--- src/rtl/uart_rx_word_assembler.sv ---
// uart_rx_word_assembler
//
// Collects single-byte strobes from a UART receiver into BYTES-wide
// little-endian words (first byte received lands in bits [7:0]) and queues
// each completed word in a small first-word-fall-through FIFO. A partial
// word that stalls for TIMEOUT_CYCLES idle cycles is discarded and counted.
//
// Parameters:
//   BYTES          - UART bytes per assembled word (word width W = 8*BYTES)
//   FIFO_AW        - FIFO address width, depth = 2**FIFO_AW words
//   TIMEOUT_CYCLES - idle cycles after which a partial word is dropped
//
// Ports:
//   clk          in   clock, all logic on the rising edge
//   rst          in   asynchronous active-high reset
//   rx_data[7:0] in   received byte, valid while rx_en is high
//   rx_en        in   single-cycle byte strobe
//   deq          in   pop request for the FIFO head (ignored when empty)
//   clr          in   synchronous clear of overflow and timeout_cnt
//   q[W-1:0]     out  FIFO head word, 0 while empty
//   empty        out  FIFO holds no words
//   full         out  FIFO holds 2**FIFO_AW words
//   level        out  FIFO occupancy
//   busy         out  partial word in progress
//   overflow     out  sticky: a completed word was dropped on a full FIFO
//   timeout_cnt  out  saturating count of discarded partial words
module uart_rx_word_assembler #(
    parameter int BYTES          = 4,
    parameter int FIFO_AW        = 2,
    parameter int TIMEOUT_CYCLES = 100000
) (
    input  logic                 clk,
    input  logic                 rst,
    input  logic [7:0]           rx_data,
    input  logic                 rx_en,
    input  logic                 deq,
    input  logic                 clr,
    output logic [8*BYTES-1:0]   q,
    output logic                 empty,
    output logic                 full,
    output logic [FIFO_AW:0]     level,
    output logic                 busy,
    output logic                 overflow,
    output logic [7:0]           timeout_cnt
);

    localparam int W     = 8 * BYTES;
    localparam int CW    = (BYTES > 1) ? $clog2(BYTES) : 1;
    localparam int IW    = $clog2(TIMEOUT_CYCLES + 1);
    localparam int LW    = FIFO_AW + 1;
    localparam int DEPTH = 1 << FIFO_AW;

    localparam logic [CW-1:0] LAST_BYTE  = CW'(BYTES - 1);
    localparam logic [IW-1:0] IDLE_LIMIT = IW'(TIMEOUT_CYCLES - 1);
    localparam logic [LW-1:0] DEPTH_L    = LW'(DEPTH);

    typedef enum logic {
        IDLE     = 1'b0,
        ASSEMBLE = 1'b1
    } state_t;

    state_t             state_q, state_d;
    logic [CW-1:0]      cnt_q, cnt_d;
    logic [IW-1:0]      idle_q, idle_d;
    logic [W-1:0]       sr_q, sr_d;
    logic [FIFO_AW-1:0] wr_ptr_q, wr_ptr_d;
    logic [FIFO_AW-1:0] rd_ptr_q, rd_ptr_d;
    logic [LW-1:0]      level_q, level_d;
    logic               overflow_q, overflow_d;
    logic [7:0]         timeout_cnt_q, timeout_cnt_d;
    logic [W-1:0]       mem_q [DEPTH];

    logic [W-1:0]       shifted;
    logic               word_done;
    logic               timeout_hit;
    logic               pop;
    logic               push;
    logic               drop;

    // The new byte enters at the top and older bytes slide down, so after
    // BYTES strobes the first byte sits in the least significant position.
    // Shifting the concatenation keeps this legal even for BYTES == 1.
    always_comb begin
        shifted     = W'({rx_data, sr_q} >> 8);
        word_done   = rx_en && (cnt_q == LAST_BYTE);
        timeout_hit = (state_q == ASSEMBLE) && !rx_en && (idle_q == IDLE_LIMIT);
    end

    // FIFO handshake. A pop on a full FIFO frees the slot the completing
    // word needs, so push and pop may both happen even when full.
    always_comb begin
        pop  = deq && (level_q != '0);
        push = word_done && ((level_q != DEPTH_L) || pop);
        drop = word_done && (level_q == DEPTH_L) && !deq;
    end

    // Assembly state, byte count, idle timer and shift register.
    // A strobe always wins over a timeout landing in the same cycle.
    always_comb begin
        state_d       = state_q;
        cnt_d         = cnt_q;
        idle_d        = idle_q;
        sr_d          = sr_q;
        timeout_cnt_d = timeout_cnt_q;
        overflow_d    = overflow_q;

        if (rx_en) begin
            sr_d   = shifted;
            idle_d = '0;
            if (word_done) begin
                cnt_d   = '0;
                state_d = IDLE;
            end else begin
                cnt_d   = cnt_q + 1'b1;
                state_d = ASSEMBLE;
            end
        end else if (timeout_hit) begin
            state_d = IDLE;
            cnt_d   = '0;
            idle_d  = '0;
            sr_d    = '0;
            if (timeout_cnt_q != 8'hFF) begin
                timeout_cnt_d = timeout_cnt_q + 8'd1;
            end
        end else if (state_q == ASSEMBLE) begin
            idle_d = idle_q + 1'b1;
        end else begin
            idle_d = '0;
        end

        if (drop) begin
            overflow_d = 1'b1;
        end

        // Clear has the last word over any same-cycle set or increment.
        if (clr) begin
            overflow_d    = 1'b0;
            timeout_cnt_d = '0;
        end
    end

    // FIFO pointers wrap naturally at 2**FIFO_AW; level tracks occupancy.
    always_comb begin
        wr_ptr_d = wr_ptr_q;
        rd_ptr_d = rd_ptr_q;
        level_d  = level_q;

        if (push) begin
            wr_ptr_d = wr_ptr_q + 1'b1;
        end
        if (pop) begin
            rd_ptr_d = rd_ptr_q + 1'b1;
        end

        case ({push, pop})
            2'b10:   level_d = level_q + 1'b1;
            2'b01:   level_d = level_q - 1'b1;
            default: level_d = level_q;
        endcase
    end

    always_ff @(posedge clk or posedge rst) begin
        if (rst) begin
            state_q       <= IDLE;
            cnt_q         <= '0;
            idle_q        <= '0;
            sr_q          <= '0;
            wr_ptr_q      <= '0;
            rd_ptr_q      <= '0;
            level_q       <= '0;
            overflow_q    <= 1'b0;
            timeout_cnt_q <= '0;
        end else begin
            state_q       <= state_d;
            cnt_q         <= cnt_d;
            idle_q        <= idle_d;
            sr_q          <= sr_d;
            wr_ptr_q      <= wr_ptr_d;
            rd_ptr_q      <= rd_ptr_d;
            level_q       <= level_d;
            overflow_q    <= overflow_d;
            timeout_cnt_q <= timeout_cnt_d;
        end
    end

    // Storage needs no reset: empty gating hides stale entries.
    always_ff @(posedge clk) begin
        if (push) begin
            mem_q[wr_ptr_q] <= shifted;
        end
    end

    always_comb begin
        empty       = (level_q == '0);
        full        = (level_q == DEPTH_L);
        level       = level_q;
        busy        = (state_q == ASSEMBLE);
        overflow    = overflow_q;
        timeout_cnt = timeout_cnt_q;
        q           = empty ? '0 : mem_q[rd_ptr_q];
    end

endmodule

--- config.mk ---
export PLATFORM = sky130hd
export DESIGN_NAME = uart_rx_word_assembler
export DESIGN_NICKNAME = d
export VERILOG_FILES = /design/src/rtl/uart_rx_word_assembler.sv
export SDC_FILE = /design/constraint.sdc
export NUM_CORES = 1
export LEC_CHECK = 0
export BUFFER_PORTS_ARGS = -buffer_cell sky130_fd_sc_hd__buf_2
export CORE_MARGIN = 1
export CORE_UTILIZATION = 50
export CTS_CLUSTER_DIAMETER = 100
export DETAILED_ROUTE_END_ITERATION = 16
export GPL_TIMING_DRIVEN = 0
export PLACE_DENSITY = 0.77
export SKIP_CTS_REPAIR_TIMING = 1
export SLEW_MARGIN = 20
export SYNTH_ARGS = -nofsm -noshare
export SYNTH_HDL_FRONTEND = slang
export SYNTH_SLANG_ARGS = --single-unit
export TNS_END_PERCENT = 20
--- constraint.sdc ---
create_clock -name clk -period 2.5 [get_ports clk]
set_input_delay 0.25 -clock clk [delete_from_list [all_inputs] [get_ports clk]]
set_output_delay 0.25 -clock clk [all_outputs]
set_load 0.02 [all_outputs]
=== Word-level counts from Yosys, hierarchy flattened ===
Memories as Yosys holds them, arrays and structs flattened.
Cells that the tools add are included.
W data, S select, Z words.

* Register bits: 68
* Bits in writable memories: 128
* Bits of input ports: 13
* Output and inout port bits: 47
* Word-level logic and storage cells: 64
* Memories: 1

* $add $sub $neg: 7
* Equal/unequal tests: 8
* Mux-type cells: 21
* Reduce and logical (&&, ||, !) cells: 18

{| class="wikitable"
|+ Memories
! memory !! depth !! width !! rd ports !! clocked after memory_dff !! write ports !! line !! source
|-
| mem_q || 4 || 32 || 1 || 0 || 1 || 71 || <nowiki>logic [W-1:0] mem_q [DEPTH];</nowiki>
|}

{| class="wikitable"
|+ Operators by type and width
! operator !! count
|-
| $mux W32 || 3
|-
| $mux W17 || 3
|-
| $mux W8 || 4
|-
| $add A17 B1 Y17 const B || 1
|-
| $eq A17 B17 Y1 const B || 1
|-
| $reduce_bool A2 Y1 || 5
|-
| $add A8 B1 Y8 const B || 1
|-
| $ne A8 B8 Y1 const B || 1
|-
| $logic_and A1 B1 Y1 || 7
|-
| $mux W1 || 7
|-
| $add A2 B1 Y2 const B || 3
|-
| $mux W2 || 3
|-
| $pmux W3 S2 || 1
|-
| $eq A2 B2 Y1 const B || 2
|-
| $add A3 B1 Y3 const B || 1
|-
| $eq A3 B3 Y1 const B || 1
|-
| $logic_not A3 Y1 || 1
|-
| $ne A3 B3 Y1 const B || 1
|-
| $reduce_and A3 Y1 || 1
|-
| $reduce_bool A3 Y1 || 1
|-
| $sub A3 B1 Y3 const B || 1
|-
| $eq A2 B1 Y1 const B || 1
|-
| $logic_not A1 Y1 || 2
|-
| $ne A2 B1 Y1 const B || 1
|-
| $logic_or A1 B1 Y1 || 1
|}

=== Longest topological paths before layout ===
Gate-level depths: netlist of run 1.

* Depth in word-level cells: 6
* Gate-level depth with buffers: 9
* Gate-level depth less buffers: 8

=== Worst setup path after synthesis of run 1 ===
OpenSTA, ideal clock, no wires.

* Path type: register to register
* From: register level_q[0], in the netlist level[0]
* To: memory mem_q[2][0] (netlist bit) (enable)
* Library setup time: 0.392 ns
* Arrival: 2.187 ns
* Data required time: 2.108 ns
* Slack: -0.079 ns
* Stages on the path, launching flop included: 6
* Period minus slack after synthesis: 2.579 ns
* Cell sequence: dfrtp_1 > nor2_1 > and2_1 > nor2b_1 > nor2b_1 > and2_1

* Longest elaborated chain between the ends: 6
* Elaborated cells on any way between the ends: 7
* Those cells by class: eq/ne (1); mux (2); reduce/logical (4)

{| class="wikitable"
|+ Ends and longest elaborated chain
! element !! line !! source
|-
| start: declaration || 68 || <nowiki>logic [LW-1:0] level_q, level_d;</nowiki>
|-
| start signal: assignment || 180 || <nowiki>level_q <= level_d;</nowiki>
|-
| $reduce_bool A3 Y1 || 92 || <nowiki>pop = deq && (level_q != '0);</nowiki>
|-
| $logic_and A1 B1 Y1 || 92 ||
|-
| $logic_or A1 B1 Y1 (*) || 93 || <nowiki>push = word_done && ((level_q != DEPTH_L) || pop);</nowiki>
|-
| $logic_and A1 B1 Y1 (*) || 93 ||
|-
| $mux W1 (*) || 188 || <nowiki>if (push) begin</nowiki>
|-
| $mux W1 (not written as such) (*) || 189 || <nowiki>mem_q[wr_ptr_q] <= shifted;</nowiki>
|-
| end: declaration || 71 ||
|}

Every way passes the cells marked *; elsewhere a longest branch is shown, timed or not.

=== Worst setup path after layout of run 1 ===
* From: register rd_ptr_q[0]
* To: output port q[9]

* Longest elaborated chain between the ends: 2

{| class="wikitable"
|+ Ends and longest elaborated chain
! element !! line !! source
|-
| start: declaration || 67 || <nowiki>logic [FIFO_AW-1:0] rd_ptr_q, rd_ptr_d;</nowiki>
|-
| start signal: assignment || 179 || <nowiki>rd_ptr_q <= rd_ptr_d;</nowiki>
|-
| $mem_v2 Z4 W32 || -- ||
|-
| $mux W32 || 200 || <nowiki>q = empty ? '0 : mem_q[rd_ptr_q];</nowiki>
|-
| end: declaration || 38 || <nowiki>output logic [8*BYTES-1:0] q,</nowiki>
|}

No other way between the ends.

==> summary.txt, run 1 <==
Status
  – Status: completed

Yosys
  – FFs w/ async S/R, synth: 31.91%
  – Synth area leader: edfxtp_1
  – Post-synthesis register bit count: approximately 190
  – Synth unique cells: 40
  – Seq/Total Area, Yosys: roughly 70%
  – Synth Flop Type: edfxtp_1
  – Post-synth EDFFs: ~130
  – Mapped Nets: 538
  – Synth top area cells: edfxtp_1 (49%), dfrtp_1 (19%), mux4_2 (9.3%), nor2b_1 (3.1%), nand2_1 (3.1%)
  – Syn Inst Count: about 520
  – Warnings from Yosys: 0
  – Syn avg cell area: 15.03 sq um
  – Yosys top cell area share: between 40% and 50%
  – Mapped Area: between 7000 and 8000 sq um

Routing
  – Drt wl/cell: ~19 um
  – Via density: ~5.6
  – Initial drt markers: around 330
  – TritonRoute pass-1 iters: 4
  – Vias after detailed routing: about 4500
  – Drt total wl: between 15000 and 20000 um
  – DRC errors left: 0
  – Detail Route Antenna Nets: 0

Cells and area
  – Fillers: between 1000 and 1500
  – Non-filler cells, final: 799
  – Area growth, synth to finish: 15.81%
  – Layout cell share with drive strength beyond 1: between 20% and 30%
  – Nets: 618
  – FF/Latch Area: 5350 sq um
  – Multi-input gate area: around 2300 sq um

Clocking
  – CTS HTree Levels: 4
  – CTS buffer count: 17
  – Worst-Skew Late Latency: approximately 0.42 ns
  – Longest Clk Path Bufs: 2
  – Clock Tree Root: clkbuf_16
  – TritonCTS clock tree: yes
  – Clk sink count: 188
  – Clock slew at reported path FFs: around 0.070 ns

Die
  – Row cnt: 45
  – Area of the core: 15200 sq um
  – Total Die Area: 16040 sq um
  – Starting density of the core: ~50%
  – I/O pins: 60
  – Die Y: roughly 130 um
  – DIE WIDTH: 126.7 um

Worst setup path
  – CP Max Fanout: 10
  – Worst setup path start: rd_ptr_q[0]
  – Crit path cell chain: buf_4, mux4_2, nor2b_1, buf_2
  – Critical path required time: 2.25 ns
  – Crit-path slowest cell: mux4_2
  – Setup Crit Path Kind: flip-flop to primary output
  – Worst R2R Start: level[0]
  – Worst Setup End Kind: primary output
  – Critical Path AT: 2.10 ns
  – Critical Path Source Type: flip-flop
  – Max incr delay on CP: about 0.52 ns

Timing
  – Final hold vios: 0
  – Post-route minimum period: 2.348 ns
  – Endpoints failing setup: 0
  – Max Fclk: about 0.43 GHz
  – Fin Setup TNS: 0 ns
  – RSZ-0062 raised after global routing: yes
  – Worst slew pin tran: between 0.5 and 0.6 ns
  – Hold_ws: 0.06199 ns
  – Slew headroom: 63.59%
  – Clock Skews: 0.008716 ns
  – Final Worst Setup Slack: between 0.15 and 0.2 ns
  – Final period util: around 94%
  – Max Slew Vio Count: 0

GRT
  – Vias in the first global route: about 4600
  – GRT Total Usage: 20.31%
  – Gr ovfl total: 0
  – First-pass GRT wire length: between 20000 and 25000 um
  – Largest net degree at the start of global routing: 56
  – Initial antenna violation count: 1

Placement
  – Placed insts: about 770
  – Detailed placer's ending HPWL: 9511 um
  – Port Buffer Count: 58
  – Place WS: -0.3956 ns
  – GP Congestion: between 0.7 and 0.8

Power
  – Final Power: 9.043 mW
  – PwrDens: 1005 nW/um^2
  – Leakage: around 3.4 nW
  – VDD IR max: 0.0005606 V

Flow run
  – Max cap viols: 0

Min path
  – Hold_sp: rx_data[7]
  – Tightest Hold Check Type: input port to flip-flop
placed cells by master (no fill, tap or decap), types with 4 or more instances in the layout:
cell	count
nand3_1	8
ha_1	7
nand4_1	7
buf_16	4
nor2_1	34
dfrtp_1	56
o21ai_0	30
nand2b_1	4
inv_1	6
nor2b_1	39
nand2_1	64
clkbuf_16	17
buf_2	64
a21oi_1	4
clkbuf_2	4
and3_1	6
xor2_1	11
clkbuf_1	14
dfrtp_2	4
xnor2_1	9
edfxtp_1	128
nor3_1	4
mux4_2	32
state kept, by name, indices dropped and copies added, names as in the netlist, 2 cells and up:
| register | count |
|---|---|
| mem_q | 128 |
| sr_q | 24 |
| idle_q | 17 |
| timeout_cnt | 8 |
| level | 3 |
| cnt_q | 2 |
| rd_ptr_q | 2 |
| wr_ptr_q | 2 |
critical path: cells and delay by family, from the launching register on:
family                 cells  cell delay, ns
DFF                        1            0.51
muxes                      1            0.52
and+or+nand+nor            1            0.16
buffers and inverters      2            0.48
logic make-up after synthesis:
kind of cell / synth area share [%]
buffers and inverters: 1.771
adder cells (fa/ha/maj): 1.385
multiplexers: 10.45
AND/OR/NAND/NOR: 12.45
XOR/XNOR: 2.254
AO/OA/AOI/OAI: 2.899
flip-flops: 68.79
layer usage:
layer,track usage [%],part of all wire [%],up-vias
li1,-,-,2047
met1,25.55,41,2262
met2,35.00,53,126
met3,5.399,5.4,16
met4,5.602,0.89,0
met5,0,0,-
power breakdown:
group / leakage (nW) / total, mW / internal [mW] / switching [mW]
registers: 1.94 / 3.86 / 3.62 / 0.235
clock network: 0.266 / 2.53 / 1.38 / 1.15
logic: 1.20 / 2.65 / 1.14 / 1.51
total: 3.41 / 9.04 / 6.14 / 2.90
stage by stage:
step,instance area (sq um),util [%]
after floorplan,7771,-
after global placement,8297,54.58
after detailed placement,8413,55.34
after CTS,8962,58.95
after global routing,8996,59.18
final,8999,59.19
path summary, 6_finish.rpt:
| path | cells after the start | end | slack, ns |
|---|---|---|---|
| setup / recovery | 4 | q[9] | 0.15 |
| hold / removal | 1 | mem_q[2][31] | 0.06 |
| setup reg to reg | 6 | mem_q[1][19] | 0.16 |
| hold reg to reg | 1 | idle_q[0] | 0.49 |
| max in group asynchronous | 4 | level[2] | 1.74 |
| min in group asynchronous | 3 | idle_q[9] | 0.25 |
synthesized netlist by cell type (8+ instances only):
master	n
nor2_1	34
nand2_1	64
xor2_1	11
mux4_2	32
nor2b_1	39
buf_2	8
xnor2_1	9
nand3_1	8
clkbuf_1	19
edfxtp_1	128
dfrtp_1	60
o21ai_0	30
layout make-up:
class                           instances  area share, %
Clock inverter                         13          1.293
Inverter                                7         0.3198
Multi-Input combinational cell        295          25.61
Sequential cell                       188          59.45
Timing Repair Buffer                   63          4.561
Antenna cell                            1        0.02781
Buffer                                 25          1.307
Tap cell                              188          2.614
Clock buffer                           19          4.811
No activity file was read; power rests on OpenSTA's default activity.
==> run 2: changes to the inputs <==
--- a/config.mk
+++ b/config.mk
@@ -12,6 +12,7 @@
 export DETAILED_ROUTE_END_ITERATION = 16
 export GPL_TIMING_DRIVEN = 0
 export PLACE_DENSITY = 0.77
+export REMOVE_ABC_BUFFERS = 1
 export SKIP_CTS_REPAIR_TIMING = 1
 export SLEW_MARGIN = 20
 export SYNTH_ARGS = -nofsm -noshare
==> run 2 against run 1 <==
  * Flip-flop and latch count is the same
  * Fmax grew 2.6%
  * Combinational power grew 2%
  * Wire length shrank 4.3%
  * First-iteration DRC count shrank 31%
  * Final cell count shrank 1.1%
  * Clock power grew 2%
  * Worst setup slack gained 0.059 ns
  * Design area grew 0.71%
  * Core utilization grew 0.42 points
==> summary.txt, run 2 (synthesis results as in run 1) <==
Status
  – Status: completed (unchanged)

Min path
  – Tightest Hold Check Type: input port to flip-flop (unchanged)

Cells and area
  – Multi-input gate area: 2328 sq um (was 2305 sq um)
  – Final Instance Area: 9062 sq um (was 8999 sq um)
  – Largest Register: mem_q (unchanged)
  – Largest register FFs: 128 (unchanged)
  – Regs by FF count: mem_q x128, sr_q x24, idle_q x17 (unchanged)
  – Layout cell share with drive strength beyond 1: 27.12% (was 25.74%)
  – Nets: 609 (was 618)
  – Commonest cells after routing, fill and taps aside: edfxtp_1 (128), nand2_1 (64), dfrtp_1 (58), buf_2 (58), nor2b_1 (38) (was edfxtp_1 (128), buf_2 (64), nand2_1 (64))
  – Util after Layout: 59.61% (was 59.19%)
  – Area growth, synth to finish: 16.63% (was 15.81%)
  – FF/Latch Area: 5350 sq um (unchanged)
  – Commonest non-fill, non-tap cell in the layout: edfxtp_1 (unchanged)
  – Fillers: 1151 (was 1156)
  – Non-filler cells, final: 790 (was 799)

Die
  – I/O pins: 60 (unchanged)
  – Total Die Area: 16040 sq um (unchanged)
  – Row cnt: 45 (unchanged)
  – DIE WIDTH: 126.7 um (unchanged)
  – Starting density of the core: 51.11% (unchanged)
  – Die Y: 126.7 um (unchanged)
  – Area of the core: 15200 sq um (unchanged)

Flow run
  – Max cap viols: 0 (unchanged)

Power
  – Power share of the combinational group: 29.7% (was 29.3%)
  – PwrDens: 1007 nW/um^2 (was 1005 nW/um^2)
  – Clk pwr share: 28.1% (was 28.0%)
  – Seq pwr share: 42.2% (was 42.6%)
  – Sw Ratio: 31.64% (was 32.06%)
  – VDD IR max: 0.0005112 V (was 0.0005606 V)
  – Net Switching: 2.889 mW (was 2.899 mW)
  – Leakage: 3.427 nW (was 3.407 nW)
  – Cell Int Power: 6.241 mW (was 6.144 mW)
  – Final Power: 9.129 mW (was 9.043 mW)

GRT
  – Largest net degree at the start of global routing: 58 (was 56)
  – Initial antenna violation count: 1 (unchanged)
  – GRT Total Usage: 18.79% (was 20.31%)
  – Gr ovfl total: 0 (unchanged)
  – Vias in the first global route: 4388 (was 4609)
  – First-pass GRT wire length: 22670 um (was 24170 um)

Routing
  – DRC errors left: 0 (unchanged)
  – TritonRoute pass-1 iters: 4 (unchanged)
  – Vias after detailed routing: 4355 (was 4451)
  – Via density: 5.513 (was 5.571)
  – Initial drt markers: 228 (was 331)
  – Detail Route Antenna Nets: 0 (unchanged)
  – Drt wl/cell: 18.17 um (was 18.78 um)
  – Drt total wl: 14350 um (was 15010 um)

Placement
  – Placed insts: 746 (was 767)
  – Dpl cell area: 8353 sq um (was 8413 sq um)
  – Detailed placer's ending HPWL: 8266 um (was 9511 um)
  – Place WS: -0.4947 ns (was -0.3956 ns)
  – Port Buffer Count: 59 (was 58)
  – GP Congestion: 0.7932 (was 0.7823)

Clocking
  – CTS HTree Levels: 4 (unchanged)
  – TritonCTS clock tree: yes (unchanged)
  – Clk sink count: 188 (unchanged)
  – Clock slew at reported path FFs: 0.07 ns (about the same)
  – Worst-Skew Late Latency: 0.42 ns (about the same)
  – CTS buffer count: 17 (unchanged)
  – Clock Tree Root: clkbuf_16 (unchanged)
  – Longest Clk Path Bufs: 2 (unchanged)

Worst setup path
  – Setup Crit Path Kind: flip-flop to primary output (unchanged)
  – CP Max Fanout: 11 (was 10)
  – Worst Setup End Kind: primary output (unchanged)
  – Critical Path AT: 2.04 ns (was 2.10 ns)
  – Worst R2R Setup Slack: 0.25 ns (was 0.16 ns)
  – Critical Path Source Type: flip-flop (unchanged)
  – Critical path required time: 2.25 ns (about the same)

Timing
  – Max Fclk: 0.4370 GHz (was 0.4259 GHz)
  – Final hold vios: 0 (unchanged)
  – Slew headroom: 55.89% (was 63.59%)
  – Endpoints failing setup: 0 (unchanged)
  – Clock Skews: 0.01078 ns (was 0.008716 ns)
  – Final period util: 91.54% (was 93.91%)
  – Max Slew Vio Count: 0 (unchanged)
  – Worst slew pin tran: 0.6603 ns (was 0.5461 ns)
  – Fin Setup TNS: 0 ns (unchanged)
  – Final Worst Setup Slack: 0.2115 ns (was 0.1523 ns)
  – Post-route minimum period: 2.288 ns (was 2.348 ns)
  – RSZ-0062 raised after global routing: no (was yes)
  – Hold_ws: 0.05303 ns (was 0.06199 ns)
## run 2: cell types whose count changed in the layout (fill, tap and decap cells not counted), moves of 2 or more
cell	delta
clkbuf_1	-13
dfrtp_1	+2
buf_2	-6
clkbuf_2	-4
buf_16	-4
buf_12	+8
clkinv_4	+3
buf_4	+6
dfrtp_2	-3
## run 2: routing by layer
layer	track usage (%)	routed length, um	vias to the layer above
met5	0	0	-
met4	5.182	105	0
met3	4.850	761	8
met2	32.01	7244	112
met1	24.05	6241	2206
li1	-	-	2029
## run 2: power groups by stage
stage,clock network (mW),logic [mW],registers (mW)
after floorplan,0,1.64,4.02
after global placement,0,2.16,4.12
after detailed placement,0,2.47,4.07
after CTS,2.61,2.48,4.01
after global routing,2.73,2.95,3.88
final,2.57,2.71,3.85
## run 2: path summary, 6_finish.rpt
path                           endpoint  cells past startpoint  startpoint
max                                q[5]                      6    level[1]
min                        mem_q[3][24]                      1  rx_data[0]
max reg2reg                    cnt_q[0]                      8   idle_q[0]
min reg2reg                   idle_q[0]                      1   idle_q[0]
max in group asynchronous   rd_ptr_q[0]                      4         rst
min in group asynchronous      overflow                      3         rst
## run 2: area by class of cell
type | instances | area share [%]
tap | 188 | 2.596
multi-input combinational | 296 | 25.69
timing repair buffer | 78 | 6.033
antenna | 1 | 0.02761
sequential | 188 | 59.04
clock inverter | 14 | 1.560
inverter | 7 | 0.3175
clock buffer | 18 | 4.736
## run 2: worst max-delay path, stage by stage, from the launching register on
cell and delay, ns:
dfrtp_1 0.50, nor3_4 0.32, buf_4 0.25, buf_6 0.17
buf_4 0.17, nor2b_1 0.05, buf_2 0.15
==> run 3: changes to the inputs <==
--- a/config.mk
+++ b/config.mk
@@ -5,6 +5,7 @@
 export SDC_FILE = /design/constraint.sdc
 export NUM_CORES = 1
 export LEC_CHECK = 0
+export ABC_AREA = 1
 export BUFFER_PORTS_ARGS = -buffer_cell sky130_fd_sc_hd__buf_2
 export CORE_MARGIN = 1
 export CORE_UTILIZATION = 50
==> run 3 against run 2 <==
  * Power grew 7.4%
  * Synthesized cell count rose by 44%
  * Design area up 1.1%
  * Via count up 25%
  * Clock-buffer cell count grew 4
  * Sequential power grew 5%
  * First-iteration DRC count is 110% higher
==> summary.txt, run 3 <==
Die
  – Area of the core: 15370 sq um (was 15200 sq um)
  – Total Die Area: 16380 sq um (was 16040 sq um)
  – Row cnt: 45 (unchanged)
  – Die Y: 128.0 um (was 126.7 um)
  – DIE WIDTH: 128.0 um (was 126.7 um)
  – Starting density of the core: 51.63% (was 51.11%)
  – I/O pins: 60 (unchanged)

Min path
  – Hold_sp: rx_data[6] (was rx_data[0])
  – Hold Path End: mem_q[2][30] (was mem_q[3][24])
  – Tightest Hold Check Type: input port to flip-flop (unchanged)
  – WHS Path Cells: 1 (unchanged)

Routing
  – TritonRoute pass-1 iters: 5 (was 4)
  – Via density: 5.323 (was 5.513)
  – Initial drt markers: 480 (was 228)
  – Drt wl/cell: 16.38 um (was 18.17 um)
  – Drt total wl: 16790 um (was 14350 um)
  – Vias after detailed routing: 5456 (was 4355)
  – DRC errors left: 0 (unchanged)
  – Detail Route Antenna Nets: 0 (unchanged)

Timing
  – Max Slew Vio Count: 0 (unchanged)
  – Post-route minimum period: 2.362 ns (was 2.288 ns)
  – Final period util: 94.48% (was 91.54%)
  – Clock Skews: 0.006445 ns (was 0.01078 ns)
  – Worst slew pin tran: 1.075 ns (was 0.6603 ns)
  – RSZ-0062 raised after global routing: no (unchanged)
  – Slew headroom: 28.22% (was 55.89%)
  – Endpoints failing setup: 0 (unchanged)
  – Max Fclk: 0.4234 GHz (was 0.4370 GHz)
  – Fin Setup TNS: 0 ns (unchanged)
  – Final hold vios: 0 (unchanged)

Cells and area
  – Fillers: 1228 (was 1151)
  – Layout cell share with drive strength beyond 1: 14.25% (was 27.12%)
  – Nets: 822 (was 609)
  – Commonest non-fill, non-tap cell in the layout: nor2_1 (was edfxtp_1)
  – N_diodes: 0 (was 1)
  – Area growth, synth to finish: 15.47% (was 16.63%)
  – FF/Latch Area: 5353 sq um (was 5350 sq um)
  – Regs by FF count: mem_q x128, sr_q x24, idle_q x17 (unchanged)
  – Multi-input gate area: 2242 sq um (was 2328 sq um)
  – Largest register FFs: 128 (unchanged)
  – Util after Layout: 59.62% (was 59.61%)
  – Largest Register: mem_q (unchanged)
  – Non-filler cells, final: 1025 (was 790)
  – Commonest cells after routing, fill and taps aside: nor2_1 (177), edfxtp_1 (128), nand2_1 (77) (was edfxtp_1 (128), nand2_1 (64), dfrtp_1 (58), buf_2 (58), nor2b_1 (38))

Yosys
  – FFs w/ async S/R, synth: 31.91% (unchanged)
  – Most instantiated library cell after synthesis: nor2_1 (was edfxtp_1)
  – Synth top area cells: edfxtp_1 (48%), dfrtp_1 (19%), nor2_1 (8.6%), o21ai_0 (4.5%), nand2_1 (3.6%) (was edfxtp_1 (49%), dfrtp_1 (19%), mux4_2 (9.3%), nor2b_1 (3.1%), nand2_1 (3.1%))
  – Post-synth EDFFs: 128 (unchanged)
  – Most frequent cells after synthesis: nor2_1 (181), edfxtp_1 (128), nand2_1 (77), o21ai_0 (71), dfrtp_1 (60) (was edfxtp_1 (128), nand2_1 (64), dfrtp_1 (60), nor2b_1 (39), nor2_1 (34))
  – Synth unique cells: 30 (was 40)
  – Synth area leader: edfxtp_1 (unchanged)
  – Post-synthesis register bit count: 188 (unchanged)
  – Syn Inst Count: 745 (was 517)
  – Synth Flop Type: edfxtp_1 (unchanged)
  – Yosys top cell area share: 48.43% (was 49.47%)
  – Syn avg cell area: 10.65 sq um (was 15.03 sq um)
  – Warnings from Yosys: 0 (unchanged)
  – Mapped Area: 7936 sq um (was 7770 sq um)
  – Seq/Total Area, Yosys: 67.35% (was 68.79%)

Worst setup path
  – Setup Crit Path Kind: flip-flop to primary output (unchanged)
  – Critical Path AT: 2.11 ns (was 2.04 ns)
  – Worst R2R Setup Slack: 0.38 ns (was 0.25 ns)
  – Critical path required time: 2.25 ns (about the same)
  – CP Max Fanout: 64 (was 11)
  – Worst Setup End Kind: primary output (unchanged)
  – Critical Path Source Type: flip-flop (unchanged)
  – Reg2Reg Depth: 9 (was 8)
  – R2r endpoint: level[2] (was cnt_q[0])
  – Worst R2R Start: level[0] (was idle_q[0])

GRT
  – Vias in the first global route: 5189 (was 4388)
  – Initial antenna violation count: 0 (was 1)
  – First-pass GRT wire length: 26100 um (was 22670 um)
  – GRT Total Usage: 21.33% (was 18.79%)
  – Gr ovfl total: 0 (unchanged)
  – Largest net degree at the start of global routing: 68 (was 58)

Placement
  – GP Congestion: 0.8926 (was 0.7932)
  – Placed insts: 990 (was 746)
  – Port Buffer Count: 59 (unchanged)
  – Detailed placer's ending HPWL: 9803 um (was 8266 um)

Flow run
  – Max cap viols: 0 (unchanged)

Clocking
  – Clock Tree Root: clkbuf_16 (unchanged)
  – Clk sink count: 188 (unchanged)
  – CTS buffer count: 17 (unchanged)
  – Clock slew at reported path FFs: 0.06 ns (was 0.07 ns)
  – Worst-Skew Late Latency: 0.44 ns (was 0.42 ns)
  – TritonCTS clock tree: yes (unchanged)
  – Longest Clk Path Bufs: 2 (unchanged)
  – CTS HTree Levels: 4 (unchanged)

Power
  – PwrDens: 1070 nW/um^2 (was 1007 nW/um^2)
  – VDD IR max: 0.0006660 V (was 0.0005112 V)
  – Leakage: 3.603 nW (was 3.427 nW)

Status
  – Status: completed (unchanged)
-- run 3: cell count changes after synthesis, moves of 17 or more --
cell and change:
nor2b_1 -39, o21ai_0 +41, nor2_1 +147, nand3_1 +17, mux4_2 -32, inv_1 +52
a21oi_1 +30
-- run 3: layout make-up --
cell class                 count  share of cell area, %
sequential                   188                  58.41
multi-input combinational    465                  24.47
timing repair buffer          69                  5.598
clock buffer                  22                  5.066
tap                          211                  2.881
inverter                      60                  2.594
clock inverter                10                 0.9831
-- run 3: kinds of logic (layout without fill, tap and decap cells) --
family / Yosys count / count (layout) / synth area share (%)
AND/OR/NAND/NOR: 316 / 316 / 16.77
adder cells (fa/ha/maj): 8 / 8 / 1.356
AO/OA/AOI/OAI: 128 / 128 / 8.229
flip-flops: 188 / 188 / 67.35
XOR/XNOR: 13 / 13 / 1.435
buffers and inverters: 92 / 161 / 4.856
-- run 3: worst max-delay path, cell delays in order, from the launching register on --
cell     delay (ns)
dfrtp_4        0.69
inv_8          0.33
o21ai_0        0.14
a21oi_1        0.28
buf_2          0.23
-- run 3: power breakdown --
group	internal [mW]	leakage, nW	switching [mW]	total (mW)
Combinational	1.07	1.40	2.16	3.24
Clock	1.42	0.268	1.11	2.53
Sequential	3.68	1.94	0.362	4.04
Total	6.17	3.60	3.64	9.81
-- run 3: metal layers --
metal	part of all wire, %	vias up	global-route usage (%)
li1	-	2620	-
met1	43	2648	26.45
met2	49	156	36.41
met3	5.9	32	5.134
met4	1.9	0	7.889
met5	0	-	0
-- run 3: how the worst max path moves through the flow --
| stage | start | end | slack [ns] |
|---|---|---|---|
| after floorplan | level[0] | level[2] | -0.50 |
| after global placement | rd_ptr_q[0] | q[4] | -1.57 |
| after detailed placement | rd_ptr_q[0] | q[4] | -0.1 |
| after CTS | rd_ptr_q[0] | q[4] | -0.57 |
| after global routing | rd_ptr_q[0] | q[4] | 0.007 |
| final | rd_ptr_q[0] | q[4] | 0.14 |
-- run 3: stage by stage --
stage	setup WS, ns	area (sq um)	hold WS, ns	power, mW
floorplan	-0.5011	7776	0.3131	5.990
global placement	-1.569	8335	0.4673	7.015
detailed placement	-0.09586	8552	0.2384	7.224
CTS	-0.5680	9106	-0.2272	9.742
global route	0.006521	9164	0.04047	10.34
finish	0.1381	9164	0.04119	9.807
